File: config.mk
export PLATFORM = sky130hd
export DESIGN_NAME = core_exec_ctrl
export DESIGN_NICKNAME = d
export VERILOG_FILES = /design/src/rtl/core_exec_ctrl.sv
export SDC_FILE = /design/constraint.sdc
export NUM_CORES = 1
export LEC_CHECK = 0
export CAP_MARGIN = 15
export CORE_MARGIN = 5
export CORE_UTILIZATION = 36
export DETAILED_ROUTE_END_ITERATION = 16
export GPL_ROUTABILITY_DRIVEN = 0
export HOLD_SLACK_MARGIN = 0.06
export PLACE_DENSITY_LB_ADDON = 0.12
export SLEW_MARGIN = 20
export SYNTH_ARGS = -nofsm -noshare
export SYNTH_HDL_FRONTEND = slang
export SYNTH_SLANG_ARGS = --single-unit
File: constraint.sdc
create_clock -name clk -period 1.9 [get_ports clk]
set_clock_uncertainty 0.15 [all_clocks]
set_input_delay 0.285 -clock clk [delete_from_list [all_inputs] [get_ports clk]]
set_output_delay 0.285 -clock clk [all_outputs]
set_load 0.02 [all_outputs]
File: src/rtl/core_exec_ctrl.sv
// Run-control sequencer for the 4-bit accumulator core: gates imem loading while idle,
// then sequences run / single-step / halt / PC breakpoint via the core advance enable.
module core_exec_ctrl #(
  parameter int PC_W   = 4,
  parameter int INST_W = 8,
  parameter int CYC_W  = 16
) (
  input  logic              clk,
  input  logic              reset,
  input  logic              ld_valid,
  output logic              ld_ready,
  input  logic [PC_W-1:0]   ld_addr,
  input  logic [INST_W-1:0] ld_data,
  output logic              imem_we,
  output logic [PC_W-1:0]   imem_waddr,
  output logic [INST_W-1:0] imem_wdata,
  input  logic              cmd_run,
  input  logic              cmd_step,
  input  logic              cmd_halt,
  input  logic              cmd_clear,
  input  logic              bp_en,
  input  logic [PC_W-1:0]   bp_addr,
  input  logic [PC_W-1:0]   core_pc,
  output logic              core_en,
  output logic              core_rst,
  output logic [1:0]        state,
  output logic              bp_hit,
  output logic [CYC_W-1:0]  cycle_cnt
);

  typedef enum logic [1:0] {
    S_IDLE = 2'd0,
    S_RUN  = 2'd1,
    S_STEP = 2'd2,
    S_HALT = 2'd3
  } state_t;

  state_t           r_state, w_state_nxt;
  logic             r_bp_hit, w_bp_hit_nxt;
  logic             r_resume, w_resume_nxt;
  logic [CYC_W-1:0] r_cycle_cnt;
  logic             w_bp_match;
  logic             w_core_en;

  assign w_bp_match = bp_en & (core_pc == bp_addr) & ~r_resume & (r_state == S_RUN);

  assign core_rst   = (r_state == S_IDLE);
  assign ld_ready   = (r_state == S_IDLE);
  assign imem_we    = ld_valid & ld_ready & ~reset;
  assign imem_waddr = ld_addr;
  assign imem_wdata = ld_data;
  assign core_en    = w_core_en;
  assign state      = r_state;
  assign bp_hit     = r_bp_hit;
  assign cycle_cnt  = r_cycle_cnt;

  // A pending halt masks step/run in every state, giving clear > halt > step > run.
  always_comb begin
    w_state_nxt  = r_state;
    w_bp_hit_nxt = r_bp_hit;
    w_resume_nxt = r_resume;
    w_core_en    = 1'b0;
    if (cmd_clear) begin
      w_state_nxt  = S_IDLE;
      w_bp_hit_nxt = 1'b0;
      w_resume_nxt = 1'b0;
    end else begin
      unique case (r_state)
        S_IDLE: begin
          if (!cmd_halt) begin
            if (cmd_step)     w_state_nxt = S_STEP;
            else if (cmd_run) w_state_nxt = S_RUN;
          end
        end
        S_RUN: begin
          w_core_en    = ~w_bp_match;
          w_resume_nxt = 1'b0;
          if (w_bp_match) begin
            w_state_nxt  = S_HALT;
            w_bp_hit_nxt = 1'b1;
          end else if (cmd_halt) begin
            w_state_nxt = S_HALT;
          end
        end
        S_STEP: begin
          w_core_en   = 1'b1;
          w_state_nxt = S_HALT;
        end
        S_HALT: begin
          if (!cmd_halt) begin
            if (cmd_step) begin
              w_state_nxt  = S_STEP;
              w_bp_hit_nxt = 1'b0;
            end else if (cmd_run) begin
              w_state_nxt  = S_RUN;
              w_bp_hit_nxt = 1'b0;
              w_resume_nxt = 1'b1;
            end
          end
        end
        default: w_state_nxt = S_IDLE;
      endcase
    end
  end

  always_ff @(posedge clk) begin
    if (reset) begin
      r_state     <= S_IDLE;
      r_bp_hit    <= 1'b0;
      r_resume    <= 1'b0;
      r_cycle_cnt <= '0;
    end else begin
      r_state  <= w_state_nxt;
      r_bp_hit <= w_bp_hit_nxt;
      r_resume <= w_resume_nxt;
      if (cmd_clear)
        r_cycle_cnt <= '0;
      else if (w_core_en && (r_cycle_cnt != '1))
        r_cycle_cnt <= r_cycle_cnt + 1'b1;
    end
  end

endmodule

* After elaboration in Yosys (flattened, before gate mapping)
Cells that the tools add are included.
** Storage, ports and cells
- Input bits :: 28
- Output and inout port bits :: 35
- Flip-flop bits (word level) :: 20
- Word-level logic and storage cells :: 51
** Operators by class
- Equal/unequal tests :: 13
- Reductions and logical operators :: 8
- Add/subtract/negate cells :: 1
- Bitwise gates (word level) :: 8
- Multiplexer cells :: 17
** Operators by type and width (count)
- 16-bit by 1-bit adder with 16-bit output, second input constant :: 1
- 16-bit inequality test, second input constant :: 1
- 2-bit 2-to-1 mux :: 5
- 2-bit inequality test, second input constant :: 5
- 1-bit 2-to-1 mux :: 8
- 4-bit AND reduction :: 2
- 3-bit inequality test, second input constant :: 2
- 1-bit one-hot mux with 2 select lines :: 3
- 2-bit one-hot mux with 3 select lines :: 1
- 1-bit bitwise AND :: 5
- 2-bit == test, second input constant :: 2
- 4-bit == test :: 1
- 2-bit OR reduction :: 2
- 3-bit by 1-bit inequality test with 1-bit output, second input constant :: 1
- 1-bit NOT :: 3
- 3-bit AND reduction :: 1
- 2-bit by 1-bit == test with 1-bit output, second input constant :: 1
- 2-bit logical NOT :: 1
- 2-bit nonzero test :: 1
- 1-bit logical AND :: 1

* Longest topological paths before layout
- Word-level depth :: 8
- Gate-level depth with buffers :: 9
- Mapped depth without buffers :: 8

* Least setup slack after synthesis
OpenSTA, ideal clock, no wires.
- Path type :: register -> register
- Start :: reg r_state[0] (netlist: state[0])
- End :: reg r_cycle_cnt[13] (netlist: cycle_cnt[13])
- Library setup time :: 0.067 ns
- Path slack :: -0.375 ns
- Required time :: 1.683 ns
- Cell stages (with the launch flop) :: 9
- Path buffers :: 1
- Arrival :: 2.058 ns
- Period minus slack after synthesis :: 2.275 ns
- Cell sequence :: dfxtp_1 inv_1 ha_1 or4b_1 o21ai_2 buf_6 inv_6 a41o_1 a21oi_2
** On the way
- Longest elaborated chain between the ends :: 6
- Elaborated cells between the ends (all ways) :: 7
- Classes of those cells :: 2 x eq/ne; 2 x mux; 2 x bitwise; 1 x reduce/logical
** Ends and longest elaborated chain
- from (decl) :: RTL line 38 : state_t r_state, w_state_nxt;
- from (signal assigned) :: RTL line 113 : r_state <= w_state_nxt;
- 2-bit by 1-bit == test with 1-bit output :: RTL line 45, 68
- 1-bit bitwise AND :: RTL line 45 : assign w_bp_match = bp_en & (core_pc == bp_addr) & ~r_resume & (r_state == S_RUN);
- 1-bit NOT :: RTL line 76 : w_core_en = ~w_bp_match;
- 1-bit one-hot mux with 2 select lines * :: RTL line 68 : unique case (r_state)
- 1-bit 2-to-1 mux * :: RTL line 63 : if (cmd_clear) begin
- via core_en :: RTL line 24 : output logic core_en,
- 1-bit logical AND * :: RTL line 118 : else if (w_core_en && (r_cycle_cnt != '1))
- to (signal assigned) :: RTL line 119 : r_cycle_cnt <= r_cycle_cnt + 1'b1;
- to (decl) :: RTL line 41 : logic [CYC_W-1:0] r_cycle_cnt;
The timed path passes the listed nets; every way through them passes the cells marked *.
A chain may end at the register's enable or synchronous reset.

* Worst setup path in the final report
- Start :: reg r_state[0] (netlist: state[0])
- End :: out core_en
** On the way
- Longest elaborated chain between the ends :: 5
- Elaborated cells between the ends (all ways) :: 6
- Classes of those cells :: 2 x eq/ne; 2 x mux; 2 x bitwise
** Ends and longest elaborated chain (RTL line)
- 2-bit by 1-bit == test with 1-bit output :: 45, 68
- 1-bit bitwise AND :: 45
- 1-bit NOT :: 76
- 1-bit one-hot mux with 2 select lines * :: 68
- 1-bit 2-to-1 mux * :: 63
- to (decl) :: 24
Every way passes the cells marked *; elsewhere a longest branch is shown, timed or not.

==> parameters.txt <==
Parameter                              Value

Outcome
  Status ... complete, but fails checks
  Failing checks ... negative setup slack

Timing
  Final setup violation count ... 19
  Crit path setup slack, layout ... -0.335 ns
  Period utilisation layout ... 118%
  Time the final worst path needs with I/O delays and setup ... 2.23 ns
  Final max-slew violation count ... 0
  Max transition margin ... 78.1%
  Slew at the pin with the worst max-slew slack ... 0.325 ns
  Hold Violations, Final ... 0
  Sum of negative setup slack ... -3.25 ns
  RSZ-0062 raised after global routing ... true
  Max Fclk ... 0.447 GHz

Setup path
  Arrival time at the worst endpoint ... 1.80 ns
  CP required ... 1.46 ns
  Worst setup path class ... reg2out
  Highest-delay cell along the critical path ... sky130_fd_sc_hd__or4b_4
  Maximum fanout along the worst path ... 2
  Sort of element at the end of the critical path ... primary output
  Reg2Reg Capture Point ... cycle_cnt[10]$_SDFFE_PP0P_
  Reg2Reg Depth ... 8
  Worst-case register-to-register setup slack ... -0.32 ns
  Largest incremental delay on the critical path ... 0.52 ns
  Critical Path, Cell by Cell ... inv_4 -> ha_4 -> or4b_4 -> o21ai_4 -> inv_8 -> buf_6
  Family with the most delay on the worst path ... simple AND/OR/NAND/NOR gates
  Reg2reg start ... state[1]$_SDFFE_PP0P_
  Worst Setup Start Kind ... register
  Critical path buffer and inverter count ... 3

Yosys
  Post-synth design cell area ... 0.00130 mm^2
  EDFF count, synth ... 0
  Dominant cells by area after synthesis ... sky130_fd_sc_hd__dfxtp_1 31%, sky130_fd_sc_hd__buf_4 7.5%, sky130_fd_sc_hd__ha_1 4.8%
  Post-synthesis instance total ... 159
  Seq/Total Area, Yosys ... 30.8%
  Register bit count reported by yosys ... 20
  Most frequent cell after synthesis ... sky130_fd_sc_hd__dfxtp_1
  Nets in the synthesized netlist ... 192
  Most used flip-flop cell after synthesis ... sky130_fd_sc_hd__dfxtp_1
  Async SR Flop Fraction ... 0%
  Synthesized area divided by synthesized cell count ... 8.18 um^2
  Commonest cells post-synth ... 20 x sky130_fd_sc_hd__dfxtp_1, 13 x sky130_fd_sc_hd__buf_4, 12 x sky130_fd_sc_hd__a21oi_1, 12 x sky130_fd_sc_hd__nand2_1, 9 x sky130_fd_sc_hd__nor2_1
  Number of distinct standard cells referenced by the synthesized netlist ... 46
  Yosys Warn Count ... 0
  Area share of the leading cell type in the synthesized netlist ... 30.8%
  Cell type with the largest total area after synthesis ... sky130_fd_sc_hd__dfxtp_1

Clocking
  CTS tree ... built
  CTS H-tree depth ... 1
  Clock tree root buffer cell ... sky130_fd_sc_hd__clkbuf_4
  Number of buffers created by CTS ... 3
  Count of clock tree sinks ... 20
  Post-CTS clock slew at the launch and capture registers of the worst setup and hold paths ... 0.13 ns
  Maximum buffer depth of the clock tree ... 2
  Cts-stage hold buffer count ... 0
  Worst-Skew Late Latency ... 0.31 ns

Die
  Num ports ... 63
  Overall die area ... 0.00491 mm^2
  Core box area ... 0.00342 mm^2
  Chip Width ... 70.1 um
  Initial Util ... 38.1%
  Die outline height ... 70.1 um
  Num rows ... 21

Cells and area
  Layout area overhead ... 55.0%
  Final core area utilization ... 59.0%
  Ratio of cells with drive above 1 in the final layout ... 32.5%
  Ant. Diodes ... 0
  Final net count ... 246
  Total of fill cells in the finished design ... 311

Routing
  Antenna viol nets, final ... 0
  Via count normalized by instance count ... 5.36
  Residual DRC ... 0
  Routed wire length ... 3.64 mm
  DRT iter0 DRCs ... 78
  Detailed-router iteration count before antenna repair ... 4
  Vias after detailed routing ... 1383
  Routed len/inst ... 14.1 um

Power and ir drop
  Sequential cell fraction of total power ... 47.0%
  Internal power ... 675 uW
  Peak supply drop ... 0.301 mV
  Power dissipated by switching net loads ... 231 uW
  Combinational Power Share ... 19.1%
  Clk pwr share ... 33.9%
  Sw frac ... 25.5%
  Power per cell area ... 450 mW/mm^2
  Leak ... 0.797 nW

Placed design
  Setup slack at placement ... -0.759 ns
  Half-perimeter wire length of the detailed placement result ... 2.80 mm
  Port-buffer cells ... 38

Hold path
  HP Start ... cycle_cnt[9]$_SDFFE_PP0P_
  Worst hold path depth ... 2
  Hold Crit Endpoint ... cycle_cnt[9]$_SDFFE_PP0P_
  Tightest Hold Check Type ... reg2reg

Global route
  Global-route wire length before repair ... 6.04 mm
  Via count of the first global-routing pass ... 1368
  Total global-route track usage ... 14.4%
  Remaining global-route overflow ... 0
  Maximum number of pins on one net before global-route repair ... 25
  Initial antenna violation count ... 0

Job
  Max_cap viols ... 0
## cells by family (layout without fill, tap and decap cells)
family,Yosys count,count (layout),synth area share [%]
adders and majority gates,5,5,4.81
muxes,1,1,0.770
xor gates and xnor gates,4,4,2.70
DFF,20,20,30.8
and+or+nand+nor,66,66,28.8
AOI/OAI and AO/OA,39,39,19.9
buffers and inverters,24,77,12.2
## layout make-up
class / instances / area [um^2] / share of cell area [%]
clock buffers: 4 / 47.5 / 2.36
inverters: 6 / 32.5 / 1.61
multi-input cells: 115 / 861 / 42.7
flip-flops and latches: 20 / 405 / 20.1
well taps: 46 / 57.6 / 2.86
repair buffers: 67 / 611 / 30.3
## registers in the layout (all words and copies together) (netlist names)
name	flops
state	2
bp_hit	1
cycle_cnt	16
r_resume	1
## metal layers
metal	GRT usage (%)	wire length (um)
met2	24.9	1770
met1	17.2	1570
met5	0	0
met3	6.17	287
met4	1.49	10
## cell usage in the layout, fill, tap and decap left out, drive strengths merged, types with 2 or more instances in the layout
cell / synthesis / layout
buf: 15 / 31
clkdlybuf4s50: 0 / 30
dfxtp: 20 / 20
a21oi: 13 / 13
nand2: 12 / 12
nor2: 9 / 9
o21ai: 7 / 7
nand3: 6 / 6
o31ai: 6 / 6
or4: 6 / 6
or3: 6 / 6
inv: 6 / 6
clkbuf: 3 / 6
nand4: 5 / 5
ha: 5 / 5
and3: 4 / 4
dlymetal6s2s: 0 / 4
nor3: 4 / 4
xnor2: 3 / 3
and4: 2 / 2
and2: 2 / 2
or2: 2 / 2
nand2b: 2 / 2
## tightest hold or removal path, cell delays in order (launching register included)
cell,delay [ns]
sky130_fd_sc_hd__dfxtp_1,0.35
sky130_fd_sc_hd__o31ai_1,0.08
sky130_fd_sc_hd__a21oi_2,0.05
## metrics by stage
stage,power (mW),std cells,cell area (um^2),hold slack [ns]
3_3_place_gp,0.595,251,1820,0.327
4_1_cts,0.912,255,1910,0.357
3_5_place_dp,0.597,251,1820,0.340
2_1_floorplan,0.548,159,1320,0.324
6_report,0.906,258,2010,0.359
5_1_grt,0.950,258,2010,0.400
## how the worst max path moves through the flow
stage | from | endpoint | slack, ns | cells after the start
floorplan | state[0]$_SDFFE_PP0P_ | cycle_cnt[13]$_SDFFE_PP0P_ | -0.24 | 8
global placement | bp_addr[0] | core_en | -0.77 | 6
detailed placement | bp_addr[0] | core_en | -0.76 | 6
CTS | state[1]$_SDFFE_PP0P_ | cycle_cnt[10]$_SDFFE_PP0P_ | -0.34 | 8
global route | state[0]$_SDFFE_PP0P_ | core_en | -0.41 | 6
finish | state[0]$_SDFFE_PP0P_ | core_en | -0.33 | 6
## power by group through the flow
stage               Sequential [mW]  Combinational (mW)  Clock (mW)
floorplan                     0.440               0.108           0
global placement              0.434               0.161           0
detailed placement            0.434               0.162           0
CTS                           0.426               0.168       0.317
global route                  0.427               0.187       0.337
finish                        0.426               0.173       0.308
## what timing repair did
action,4_1_cts,5_1_grt
pin swaps,6,4
resized for setup,21,28
gates cloned,0,0
buffers inserted,0,3
endpoints found under the setup margin,22,25
No activity file was read; power rests on OpenSTA's default activity.
